## config.mk

```make
export PLATFORM = sky130hd
export DESIGN_NAME = mult_div_unit_flat
export DESIGN_NICKNAME = d
export VERILOG_FILES = /design/src/rtl/mips_pkg.sv /design/src/rtl/mult_div_unit_if.sv /design/src/rtl/muldiv_negate.sv /design/src/rtl/mult_div_unit.sv /design/src/flat_wrapper.sv
export SDC_FILE = /design/constraint.sdc
export NUM_CORES = 1
export LEC_CHECK = 0
export CORE_UTILIZATION = 59
export CTS_BUF_LIST = sky130_fd_sc_hd__clkbuf_4 sky130_fd_sc_hd__clkbuf_8 sky130_fd_sc_hd__clkbuf_16
export CTS_CLUSTER_DIAMETER = 120
export DETAILED_ROUTE_END_ITERATION = 10
export DONT_BUFFER_PORTS = 1
export HOLD_SLACK_MARGIN = 0.1
export MAX_ROUTING_LAYER = met4
export PLACE_DENSITY_LB_ADDON = 0.08
export SYNTH_ARGS = -nofsm -noshare
export SYNTH_HDL_FRONTEND = slang
export SYNTH_HIERARCHICAL = 1
export SYNTH_SLANG_ARGS = --single-unit
```

## constraint.sdc

```tcl
create_clock -name clk -period 2.84 [get_ports clk]
set_clock_uncertainty 0.15 [all_clocks]
set_input_delay 0.142 -clock clk [delete_from_list [all_inputs] [get_ports clk]]
set_output_delay 0.142 -clock clk [all_outputs]
set_load 0.01 [all_outputs]
```

## src/rtl/mips_pkg.sv

```systemverilog
// ============================================================================
// Module   : mips_pkg
// Brief    : Shared constants and state type for the multiply/divide unit.
// Revision : 1.0
// ============================================================================
`default_nettype none

package mips_pkg;

    localparam int MD_WIDTH = 32;

    localparam logic [5:0] FUNCT_MULT = 6'b011000;
    localparam logic [5:0] FUNCT_DIV  = 6'b011010;

    typedef enum logic [1:0] {
        ST_IDLE  = 2'd0,
        ST_CALC  = 2'd1,
        ST_FIXUP = 2'd2,
        ST_DONE  = 2'd3
    } md_state_e;

endpackage

`default_nettype wire

```

## src/rtl/mult_div_unit_if.sv

```systemverilog
// ============================================================================
// Module   : mult_div_unit_if
// Brief    : Request/result bundle between the control unit and mult_div_unit.
// Revision : 1.0
// ============================================================================
`default_nettype none

interface mult_div_unit_if
    import mips_pkg::*;
#(
    parameter int WIDTH = MD_WIDTH
);
    logic             start;
    logic [5:0]       funct;
    logic [WIDTH-1:0] a;
    logic [WIDTH-1:0] b;
    logic             busy;
    logic             done;
    logic [WIDTH-1:0] hi;
    logic [WIDTH-1:0] lo;

    modport master (output start, funct, a, b, input busy, done, hi, lo);
    modport slave  (input start, funct, a, b, output busy, done, hi, lo);
endinterface

`default_nettype wire

```

## src/rtl/muldiv_negate.sv

```systemverilog
// ============================================================================
// Module   : muldiv_negate
// Brief    : Conditional two's-complement negate (combinational).
// Revision : 1.0
// ============================================================================
`default_nettype none

module muldiv_negate #(
    parameter int W = 32
) (
    input  logic [W-1:0] val_i,
    input  logic         neg_i,
    output logic [W-1:0] val_o
);
    assign val_o = neg_i ? (~val_i + W'(1)) : val_i;
endmodule

`default_nettype wire

```

## src/rtl/mult_div_unit.sv

```systemverilog
// ============================================================================
// Module   : mult_div_unit
// Brief    : Iterative signed MULT/DIV, one bit per cycle. Macro MULDIV_DIV_EN
//            enables the restoring divider; without it DIV is ignored.
// Revision : 1.0
// ============================================================================
`default_nettype none

module mult_div_unit
    import mips_pkg::*;
#(
    parameter int WIDTH = MD_WIDTH
) (
    input  logic                  clk,
    input  logic                  reset,
    mult_div_unit_if.slave        bus
);
    localparam logic [5:0] LAST_CNT = 6'(WIDTH - 1);

    md_state_e        state_q;
    logic [5:0]       cnt_q;
    logic             busy_q, done_q;
    logic [WIDTH-1:0] hi_q, lo_q;
    logic             sign_a_q, sign_b_q;
    logic [WIDTH:0]   opnd_q;
    logic [WIDTH:0]   rem_q;
    logic [WIDTH-1:0] quo_q;

    logic [WIDTH:0]   abs_a, abs_b;
    logic             accept_mult, accept_div;
    logic [WIDTH+1:0] mul_sum;
    logic [WIDTH:0]   rem_d;
    logic [WIDTH-1:0] quo_d;
    logic [2*WIDTH-1:0] prod_fix;
    logic [WIDTH-1:0] hi_d, lo_d;

    // WIDTH+1-bit magnitudes keep |32'h80000000| representable
    muldiv_negate #(.W(WIDTH+1)) u_abs_a (
        .val_i({bus.a[WIDTH-1], bus.a}), .neg_i(bus.a[WIDTH-1]), .val_o(abs_a));
    muldiv_negate #(.W(WIDTH+1)) u_abs_b (
        .val_i({bus.b[WIDTH-1], bus.b}), .neg_i(bus.b[WIDTH-1]), .val_o(abs_b));

    assign accept_mult = (bus.funct == FUNCT_MULT);

`ifdef MULDIV_DIV_EN
    logic             is_div_q, div0_q;
    logic [WIDTH:0]   div_shift;
    logic [WIDTH+1:0] div_diff;
    logic [WIDTH-1:0] quo_fix, rem_fix;

    assign accept_div = (bus.funct == FUNCT_DIV);
    assign div_shift  = {rem_q[WIDTH-1:0], quo_q[WIDTH-1]};
    assign div_diff   = {1'b0, div_shift} - {1'b0, opnd_q};

    muldiv_negate #(.W(WIDTH)) u_fix_quo (
        .val_i(quo_q), .neg_i(sign_a_q ^ sign_b_q), .val_o(quo_fix));
    muldiv_negate #(.W(WIDTH)) u_fix_rem (
        .val_i(rem_q[WIDTH-1:0]), .neg_i(sign_a_q), .val_o(rem_fix));
`else
    assign accept_div = 1'b0;
`endif

    muldiv_negate #(.W(2*WIDTH)) u_fix_prod (
        .val_i({rem_q[WIDTH-1:0], quo_q}), .neg_i(sign_a_q ^ sign_b_q), .val_o(prod_fix));

    // One iteration: multiplier bits retire from quo_q LSB, quotient bits enter at LSB
    always_comb begin
        mul_sum = {1'b0, rem_q} + (quo_q[0] ? {1'b0, opnd_q} : '0);
        rem_d   = mul_sum[WIDTH+1:1];
        quo_d   = {mul_sum[0], quo_q[WIDTH-1:1]};
`ifdef MULDIV_DIV_EN
        if (is_div_q) begin
            if (!div_diff[WIDTH+1]) begin
                rem_d = div_diff[WIDTH:0];
                quo_d = {quo_q[WIDTH-2:0], 1'b1};
            end else begin
                rem_d = div_shift;
                quo_d = {quo_q[WIDTH-2:0], 1'b0};
            end
        end
`endif
    end

    always_comb begin
        hi_d = prod_fix[2*WIDTH-1:WIDTH];
        lo_d = prod_fix[WIDTH-1:0];
`ifdef MULDIV_DIV_EN
        if (is_div_q) begin
            hi_d = rem_fix;
            lo_d = div0_q ? '1 : quo_fix;
        end
`endif
    end

    always_ff @(posedge clk) begin
        if (reset) begin
            state_q  <= ST_IDLE;
            cnt_q    <= '0;
            busy_q   <= 1'b0;
            done_q   <= 1'b0;
            hi_q     <= '0;
            lo_q     <= '0;
            sign_a_q <= 1'b0;
            sign_b_q <= 1'b0;
            opnd_q   <= '0;
            rem_q    <= '0;
            quo_q    <= '0;
`ifdef MULDIV_DIV_EN
            is_div_q <= 1'b0;
            div0_q   <= 1'b0;
`endif
        end else begin
            done_q <= 1'b0;
            case (state_q)
                ST_IDLE: begin
                    if (bus.start && (accept_mult || accept_div)) begin
                        state_q  <= ST_CALC;
                        busy_q   <= 1'b1;
                        cnt_q    <= '0;
                        sign_a_q <= bus.a[WIDTH-1];
                        sign_b_q <= bus.b[WIDTH-1];
                        rem_q    <= '0;
                        opnd_q   <= accept_div ? abs_b : abs_a;
                        quo_q    <= accept_div ? abs_a[WIDTH-1:0] : abs_b[WIDTH-1:0];
`ifdef MULDIV_DIV_EN
                        is_div_q <= accept_div;
                        div0_q   <= (bus.b == '0);
`endif
                    end
                end
                ST_CALC: begin
                    rem_q <= rem_d;
                    quo_q <= quo_d;
                    cnt_q <= cnt_q + 6'd1;
                    if (cnt_q == LAST_CNT) begin
                        state_q <= ST_FIXUP;
                    end
                end
                ST_FIXUP: begin
                    hi_q    <= hi_d;
                    lo_q    <= lo_d;
                    done_q  <= 1'b1;
                    state_q <= ST_DONE;
                end
                default: begin
                    state_q <= ST_IDLE;
                    busy_q  <= 1'b0;
                end
            endcase
        end
    end

    assign bus.busy = busy_q;
    assign bus.done = done_q;
    assign bus.hi   = hi_q;
    assign bus.lo   = lo_q;
endmodule

`default_nettype wire

```

## src/flat_wrapper.sv

```systemverilog
// flat-port wrapper written by rule: the top's interface ports become plain ports
module mult_div_unit_flat import mips_pkg::*;
#(
    parameter int WIDTH = MD_WIDTH
)
  (clk, reset, bus_start, bus_funct, bus_a, bus_b, bus_busy, bus_done, bus_hi, bus_lo);
  mult_div_unit_if #(.WIDTH(WIDTH)) bus_i ();
  input  logic clk;
  input  logic reset;
  input wire logic [$bits(bus_i.start)-1:0] bus_start;
  input wire logic [$bits(bus_i.funct)-1:0] bus_funct;
  input wire logic [$bits(bus_i.a)-1:0] bus_a;
  input wire logic [$bits(bus_i.b)-1:0] bus_b;
  output wire logic [$bits(bus_i.busy)-1:0] bus_busy;
  output wire logic [$bits(bus_i.done)-1:0] bus_done;
  output wire logic [$bits(bus_i.hi)-1:0] bus_hi;
  output wire logic [$bits(bus_i.lo)-1:0] bus_lo;
  assign bus_i.start = bus_start;
  assign bus_i.funct = bus_funct;
  assign bus_i.a = bus_a;
  assign bus_i.b = bus_b;
  assign bus_busy = bus_i.busy;
  assign bus_done = bus_i.done;
  assign bus_hi = bus_i.hi;
  assign bus_lo = bus_i.lo;
  mult_div_unit #(.WIDTH(WIDTH)) u_core (.clk(clk), .reset(reset), .bus(bus_i));
endmodule
```

# --- After elaboration in Yosys (flattened, before gate mapping) ---
# Index checks and enable logic that the tools add are counted.
# Widths: inputs -> output; s select.
op_classes:
  addsub: 5
  n_eq_ne: 6
  n_mux: 16
  bitwise: 5
  n_reduce_logical: 8
ops:
  columns: ["cell", "n"]
  rows:
  - ["$mux 33", 3]
  - ["$pmux 33 s2", 1]
  - ["$add 64x1->64 const B", 1]
  - ["$mux 32", 2]
  - ["$mux 64", 1]
  - ["$not 64->64", 1]
  - ["$pmux 32 s2", 1]
  - ["$add 33x34->34", 1]
  - ["$add 33x1->33 const B", 1]
  - ["$not 33->33", 1]
  - ["$add 32x1->32 const B", 1]
  - ["$not 32->32", 1]
  - ["$eq 6x5->1 const B", 2]
  - ["$pmux 6 s2", 1]
  - ["$reduce_and 2->1", 4]
  - ["$add 6x1->6 const B", 1]
  - ["$mux 6", 1]
  - ["$pmux 2 s3", 1]
  - ["$mux 2", 2]
  - ["$ne 2x1->1 const B", 2]
  - ["$eq 2x1->1 const B", 1]
  - ["$eq 2x2->1 const B", 1]
  - ["$logic_not 2->1", 1]
  - ["$mux 1", 2]
  - ["other kinds (6)", 6]
word_totals:
  ff_bits: 174
  inputBits: 73
  wordCells: 51

# --- Logic depth before layout (Yosys ltp) ---
# Gate-level depths: netlist of run 1.
logic_depth:
  ltp_word: 5
  ltp_mapped: 12
  depth_no_buf: 11

# --- By module ---
# The synthesis of run 1 kept the hierarchy.
modules_own_cells:
  columns: ["module", "instances", "cells_each", "area_each_um2", "seq_area_each_um2"]
  rows:
  - ["mult_div_unit", 1, 1007, 8654.6, 3483.3]
  - ["muldiv_negate (u_core.u_abs_a ...)", 2, 107, 845.8, 0.0]
  - ["muldiv_negate (u_core.u_fix_prod)", 1, 206, 1649.1, 0.0]

# --- Worst setup path after synthesis of run 1 ---
# Ideal clock, no wire load.
synth_path:
  path_type: "reg-to-reg"
  start: "register u_core.quo_q[0]"
  end: "register u_core.rem_q[23]"
  setup_time_ps: 117
  arrival_time_ps: 2797
  required_time_ps: 2573
  slack_ps: -224
  stages_incl_launch_ff: 13
  synth_period_minus_slack_ps: 3064
  path_cell_list: "dfxtp_1 clkbuf_1 and2_1 ha_1 inv_1 fa_1 nand2b_1 a21o_1 a211oi_2 o21ai_2 a2111oi_1 mux2i_1 nand2_1"
synth_between:
  elab_chain_len: 3
synth_rtl:
  columns: ["item", "line", "text"]
  rows:
  - ["start: declaration", "mult_div_unit.sv:27", "logic [WIDTH-1:0] quo_q;"]
  - ["start signal: assignment", "mult_div_unit.sv:124", "quo_q <= accept_div ? abs_a[WIDTH-1:0] : abs_b[WIDTH-1:0];"]
  - ["start signal: assignment", "mult_div_unit.sv:133", "quo_q <= quo_d;"]
  - ["$mux 33", "mult_div_unit.sv:68", "mul_sum = {1'b0, rem_q} + (quo_q[0] ? {1'b0, opnd_q} : '0);"]
  - ["$add 33x34->34", "mult_div_unit.sv:68", null]
  - ["$pmux 33 s2", "mult_div_unit.sv:114", "case (state_q)"]
  - ["end signal: assignment", "mult_div_unit.sv:132", "rem_q <= rem_d;"]
  - ["end: declaration", "mult_div_unit.sv:26", "logic [WIDTH:0] rem_q;"]
# No other way between the ends.
# A chain may end at the register's enable or synchronous reset.

# --- Worst setup path in the final report of run 1 ---
layout_path:
  start: "input port bus_a[0]"
  end: "register u_core.opnd_q[28]"
layout_between:
  elab_chain_len: 3
layout_rtl:
  columns: ["item", "line", "text"]
  rows:
  - ["start: declaration", "flat_wrapper.sv:12", "input wire logic [$bits(bus_i.a)-1:0] bus_a;"]
  - ["$not 33->33", "muldiv_negate.sv:15", "assign val_o = neg_i ? (~val_i + W'(1)) : val_i;"]
  - ["$add 33x1->33", "muldiv_negate.sv:15", null]
  - ["$mux 33", "muldiv_negate.sv:15", null]
  - ["named net u_core.abs_a[28]", "mult_div_unit.sv:29", "logic [WIDTH:0] abs_a, abs_b;"]
  - ["end signal: assignment", "mult_div_unit.sv:123", "opnd_q <= accept_div ? abs_b : abs_a;"]
  - ["end: declaration", "mult_div_unit.sv:25", "logic [WIDTH:0] opnd_q;"]
# The timed path passes the listed nets, and every way through them passes these cells.

==> results of run 1 <==
## path summary, 6_finish.rpt
kind	to	slack, ns	cells past startpoint
setup / recovery	u_core/opnd_q[28]$_SDFFE_PP0P_	0.03	10
hold / removal	u_core/quo_q[29]$_SDFFE_PP0P_	0.11	5
hold reg to reg	u_core/opnd_q[26]$_SDFFE_PP0P_	0.30	2
setup reg to reg	u_core/rem_q[31]$_SDFFE_PP0P_	0.05	10
## metal layers
layer | GRT usage, % | routed length, um | share of wire, %
met2 | 57.4 | 17000 | 47
met3 | 6.99 | 2450 | 6.7
met1 | 45.6 | 16200 | 44
met4 | 10.7 | 892 | 2.4
met5 | - | 0 | 0
## final cells by class
type                            count  area (um^2)  share of cell area [%]
Antenna cell                        2         5.00                  0.0340
Clock buffer                       19          440                    2.99
Clock inverter                     13          154                    1.05
Inverter                           28          105                   0.715
Multi-Input combinational cell   1141         8310                    56.5
Sequential cell                   174         3490                    23.7
Tap cell                          265          332                    2.25
Timing Repair Buffer              204         1870                    12.7
## critical path: stages
cell and delay, ns:
dlygate4sd3_1 0.58, inv_1 0.08, ha_2 0.20, or4b_4 0.49, nor4b_4 0.40, a41o_1 0.26
xnor2_1 0.12, dlygate4sd3_1 0.58, nand2_1 0.05, a21oi_1 0.12
## registers in the layout, summed over array words and instances, names as in the netlist
register and count:
u_core/state_q 2, u_core/opnd_q 33, u_core/sign_b_q 1, u_core/bus.busy 1, u_core/rem_q 33, u_core/cnt_q 6
u_core/sign_a_q 1, u_core/quo_q 32, u_core/bus.done 1, u_core/bus.lo 32, u_core/bus.hi 32
## repair_timing
item,4_1_cts,5_1_grt
endpoints found under the setup margin,6,42
gates cloned,0,1
buffers inserted,0,10
pin swaps,1,17
hold endpoints to repair,166,0
gates resized for setup,2,53
hold buffers,116,0
## per-stage QoR
stage                     setup TNS (ns)  area (um^2)  utilization, %
after floorplan                        0        12000               -
after global placement                 0        12500            63.8
after detailed placement         -0.0714        12500            63.8
after CTS                       -0.00223        14300            72.9
after global routing              -0.158        14700            74.8
final                                  0        14700            74.8
## power by group through the flow
| stage | Sequential, mW | Clock, mW | Combinational, mW |
|---|---|---|---|
| 2_1_floorplan | 2.53 | 0 | 0.599 |
| 3_3_place_gp | 2.53 | 0 | 0.698 |
| 3_5_place_dp | 2.53 | 0 | 0.702 |
| 4_1_cts | 2.47 | 2.45 | 0.920 |
| 5_1_grt | 2.48 | 2.56 | 1.08 |
| 6_report | 2.48 | 2.43 | 1.02 |
==> run summary, run 1 <==
CP Data Arrival Time: 3.02 ns
Worst setup EP type: register
P_int: 4.25 mW
H-tree depth: 4
Largest net degree at the start of global routing: 141
Commonest non-fill, non-tap cells in the layout: 173 x dfxtp_1, 160 x nand2_1, 146 x nor2_1
WHS: 0.108 ns
Fin crit period: 2.81 ns
Initial core utilization: 60.9%
Final slew viol count: 0
VDD IR max: 400 uV
Worst Setup SP: bus_a[0]
Switching pwr: 1.68 mW
Clock Power Share: 41.0%
Initial antenna violation count: 2
Worst-path clk slew: 0.07 ns
Die ar.: 20900 um^2
Worst EP required: 3.05 ns
DRC viols: 0
Routed vias/inst: 6.11
Most common cell after layout, fill and taps aside: dfxtp_1
Cts bufs inserted: 17
Die height: 144 um
Final period utilization: 98.9%
Clk_lat worst skew: 0.44 ns
Final setup viols: 0
Reg2reg start: u_core/quo_q[0]$_SDFFE_PP0P_
Number of fill cells: 1474
CTS tree: yes
Startpoint Class: primary input
Gr ovfl total: 0
Worst Hold Launch: bus_b[27]
Placement Setup Slack: -0.0426 ns
Power Dens Cells: 403 nW/um^2
Routed WL: 36500 um
DRT iter0 DRCs: 917
LEAKAGE: 5.52 nW
Sequential Power Share: 41.8%
Slew HR: 19.6%
TritonRoute pass-1 iters: 6
Syn_area_per_cell: 8.41 um^2
Routability cong.: 0.958
Vias in the first global route: 10800
Synth Cell Area: 12000 um^2
Dpl hpwl: 24300 um
Tightest Pin Transition: 1.21 ns
Post-Syn Nets: 1538
Io pins: 139
Logic gate share of total power: 17.2%
Mapped Cells: 1424
Final ANT Viol Nets: 0
Layout area overhead: 22.9%
Gr usage total: 35.9%
Layout cells sized above 1: 15.0%
Hold Violations, Final: 0
Critical path class: primary input to register
FP Rows: 51
Max Freq: 0.356 GHz
Dpl cells: 1685
Final setup margin: 0.0304 ns
RSZ-0062 raised after global routing: true
Core Region: 19700 um^2
Hold/Removal Path Class: primary input to register
Maximum clock path buffer count: 2
Global-route wire length before repair: 56300 um
DR WL/cell: 19.8 um
Overall power: 5.93 mW
Total Nets Final: 1680
Switching share of power: 28.4%
Die W: 144 um
Clk root buf: clkbuf_16
Routed via count: 11300
Clock sinks: 174
IO buf count: 0
Max-cap violations: 0
Yosys Warn Count: 6
Outcome: finished clean
Highest net fanout along the worst path: 4
Non-filler instance count after layout: 1846
(Power assumes the default switching activity.)
==> run 2, diff against run 1 <==
- CORE_ASPECT_RATIO: default -> 1.4
==> run summary, run 2 (synthesis results as in run 1) <==
Dpl cells: 1694 (+0.53%)
Die ar.: 20900 um^2 (about the same)
Tightest Pin Transition: 1.35 ns (+0.143 ns)
CP Data Arrival Time: 3.05 ns (+0.03 ns)
Reg2reg start: u_core/quo_q[10]$_SDFFE_PP0P_
Violated checks: negative setup slack
DRC viols: 0 (unchanged)
Largest net degree at the start of global routing: 142 (+0.71%)
Max Freq: 0.348 GHz (-2.2%)
CTS tree: yes
DR WL/cell: 21.1 um (+6.6%)
Dpl hpwl: 25700 um (+5.9%)
CP bufs+invs: 1 (-2)
Hold Violations, Final: 0 (unchanged)
Die height: 171 um (+18%)
Number of fill cells: 1461 (-0.88%)
Maximum clock path buffer count: 2 (unchanged)
VDD IR max: 411 uV (+2.9%)
H-tree depth: 4 (unchanged)
Commonest non-fill, non-tap cells in the layout: 172 x dfxtp_1, 159 x nand2_1, 146 x nor2_1
Power Dens Cells: 394 nW/um^2 (-2.2%)
WHS: 0.125 ns (+0.0175 ns)
Hold/Removal Path Class: primary input to register
DRT iter0 DRCs: 938 (+2.3%)
Crit-path max cell delay: 0.62 ns (+0.04 ns)
Crit path max-delay cell type: or4_4
Highest net fanout along the worst path: 5 (+1)
Routability cong.: 0.953 (-0.55%)
Routed WL: 38900 um (+6.5%)
Layout cells sized above 1: 17.0% (+2.0 points)
Final setup margin: -0.0328 ns (-0.0632 ns)
Overall power: 5.86 mW (-1.2%)
Routed vias/inst: 6.26 (+2.4%)
Clock sinks: 174 (unchanged)
Startpoint Class: register
Final setup viols: 2 (+2)
Layout area overhead: 24.1%
IO buf count: 0 (unchanged)
Non-filler instance count after layout: 1843 (-0.16%)
Cts bufs inserted: 17 (unchanged)
Largest regs: u_core/opnd_q (33), u_core/rem_q (33)
Critical Path, Cell by Cell: or4_4 > nor2_4 > nand2_1 > o31ai_2 > xnor2_1 > mux2i_1 > nor2_1 > dlygate4sd3_1
Fin crit period: 2.87 ns (+0.0632 ns)
Gr usage total: 37.4% (+1.5 points)
Most common cell after layout, fill and taps aside: dfxtp_1
LEAKAGE: 5.56 nW (+0.61%)
Final slew viol count: 0 (unchanged)
Final period utilization: 101% (+2.2 points)
Io pins: 139 (unchanged)
Worst EP required: 3.02 ns (-0.03 ns)
Initial core utilization: 60.3% (-0.58 points)
Total Nets Final: 1691 (+0.65%)
Worst setup EP type: register
Max-cap violations: 0 (unchanged)
FP Rows: 61 (+20%)
Outcome: finished with violations
Worst Setup SP: u_core/quo_q[10]$_SDFFE_PP0P_
Vias in the first global route: 11400 (+5.5%)
RSZ-0062 raised after global routing: true
Global-route wire length before repair: 58600 um (+4.0%)
Die W: 122 um (-15%)
Gr ovfl total: 0 (unchanged)
Worst Hold Launch: bus_a[7]
TritonRoute pass-1 iters: 5 (-1)
Core Region: 19800 um^2 (+0.97%)
Initial antenna violation count: 1 (-1)
CP delay by family, top: simple AND/OR/NAND/NOR gates
Critical path class: register to register
Worst-path clk slew: 0.07 ns (about the same)
Slew HR: 10.1% (-9.6 points)
Routed via count: 11500 (+2.2%)
Clk_lat worst skew: 0.44 ns (about the same)
Clk root buf: clkbuf_16
Final ANT Viol Nets: 0 (unchanged)
[run 2: cell types whose count changed in the layout (fill, tap and decap cells not counted), sizes merged]
cell / previous run / this run
clkinv: 3 / 4
dlymetal6s4s: 1 / 2
xor2: 20 / 19
clkbuf: 19 / 21
diode: 2 / 1
dlygate4sd3: 114 / 102
inv: 34 / 29
buf: 89 / 110
clkinvlp: 2 / 6
[run 2: worst min-delay path, stage by stage]
cell	delay [ns]
nor4_2	0.05
nand3_4	0.14
o41ai_1	0.12
xnor2_1	0.12
nand2_1	0.05
a21oi_1	0.05
[run 2: stage by stage]
| step | TNS [ns] | setup slack, ns | utilization, % | instance area, um^2 |
|---|---|---|---|---|
| after floorplan | 0 | 0.00237 | - | 12000 |
| after global placement | -0.0200 | -0.0200 | 64.2 | 12700 |
| after detailed placement | -0.126 | -0.0510 | 64.2 | 12700 |
| after CTS | -0.0939 | -0.0443 | 72.7 | 14400 |
| after global routing | -0.449 | -0.0830 | 74.9 | 14900 |
| final | -0.0408 | -0.0328 | 74.9 | 14900 |
[run 2: path summary, 6_finish.rpt]
check	endpoint	slack, ns	cells after the start
max reg2reg	u_core/bus.lo[17]$_SDFFE_PP0P_	-0.03	8
min reg2reg	u_core/opnd_q[24]$_SDFFE_PP0P_	0.30	2
min	u_core/opnd_q[29]$_SDFFE_PP0P_	0.13	6
max	u_core/bus.lo[17]$_SDFFE_PP0P_	-0.03	8
[run 2: area by class of cell]
cell class	count	area (um^2)	area share [%]
antenna	1	2.50	0.0168
sequential	174	3490	23.5
tap	252	315	2.12
clock buffer	19	440	2.96
multi-input combinational	1140	8360	56.3
timing repair buffer	216	2010	13.5
clock inverter	13	141	0.952
inverter	28	105	0.707
[run 2: report_power, final]
| part | internal [mW] | leakage (nW) | switching [mW] |
|---|---|---|---|
| sequential | 2.46 | 1.40 | 0.0194 |
| clock | 1.31 | 0.268 | 1.02 |
| combinational | 0.447 | 3.89 | 0.595 |
| total | 4.22 | 5.56 | 1.64 |
[run 2: layer usage]
| layer | GRT usage [%] | wire, um | vias up | share of wire [%] |
|---|---|---|---|---|
| met5 | - | 0 | - | 0 |
| met4 | 18.3 | 1860 | 0 | 4.8 |
| met3 | 6.27 | 2240 | 142 | 5.8 |
| met2 | 66.9 | 20200 | 460 | 52 |
| met1 | 39.2 | 14600 | 5481 | 38 |
| li1 | - | - | 5452 | - |
[run 2: timing repair]
action / CTS / global route
gates cloned: 0 / 2
resized for setup: 9 / 52
buffers inserted: 1 / 8
pin swaps: 1 / 10
setup endpoints to repair: 4 / 46
hold endpoints to repair: 172 / 1
hold buffers: 104 / 2
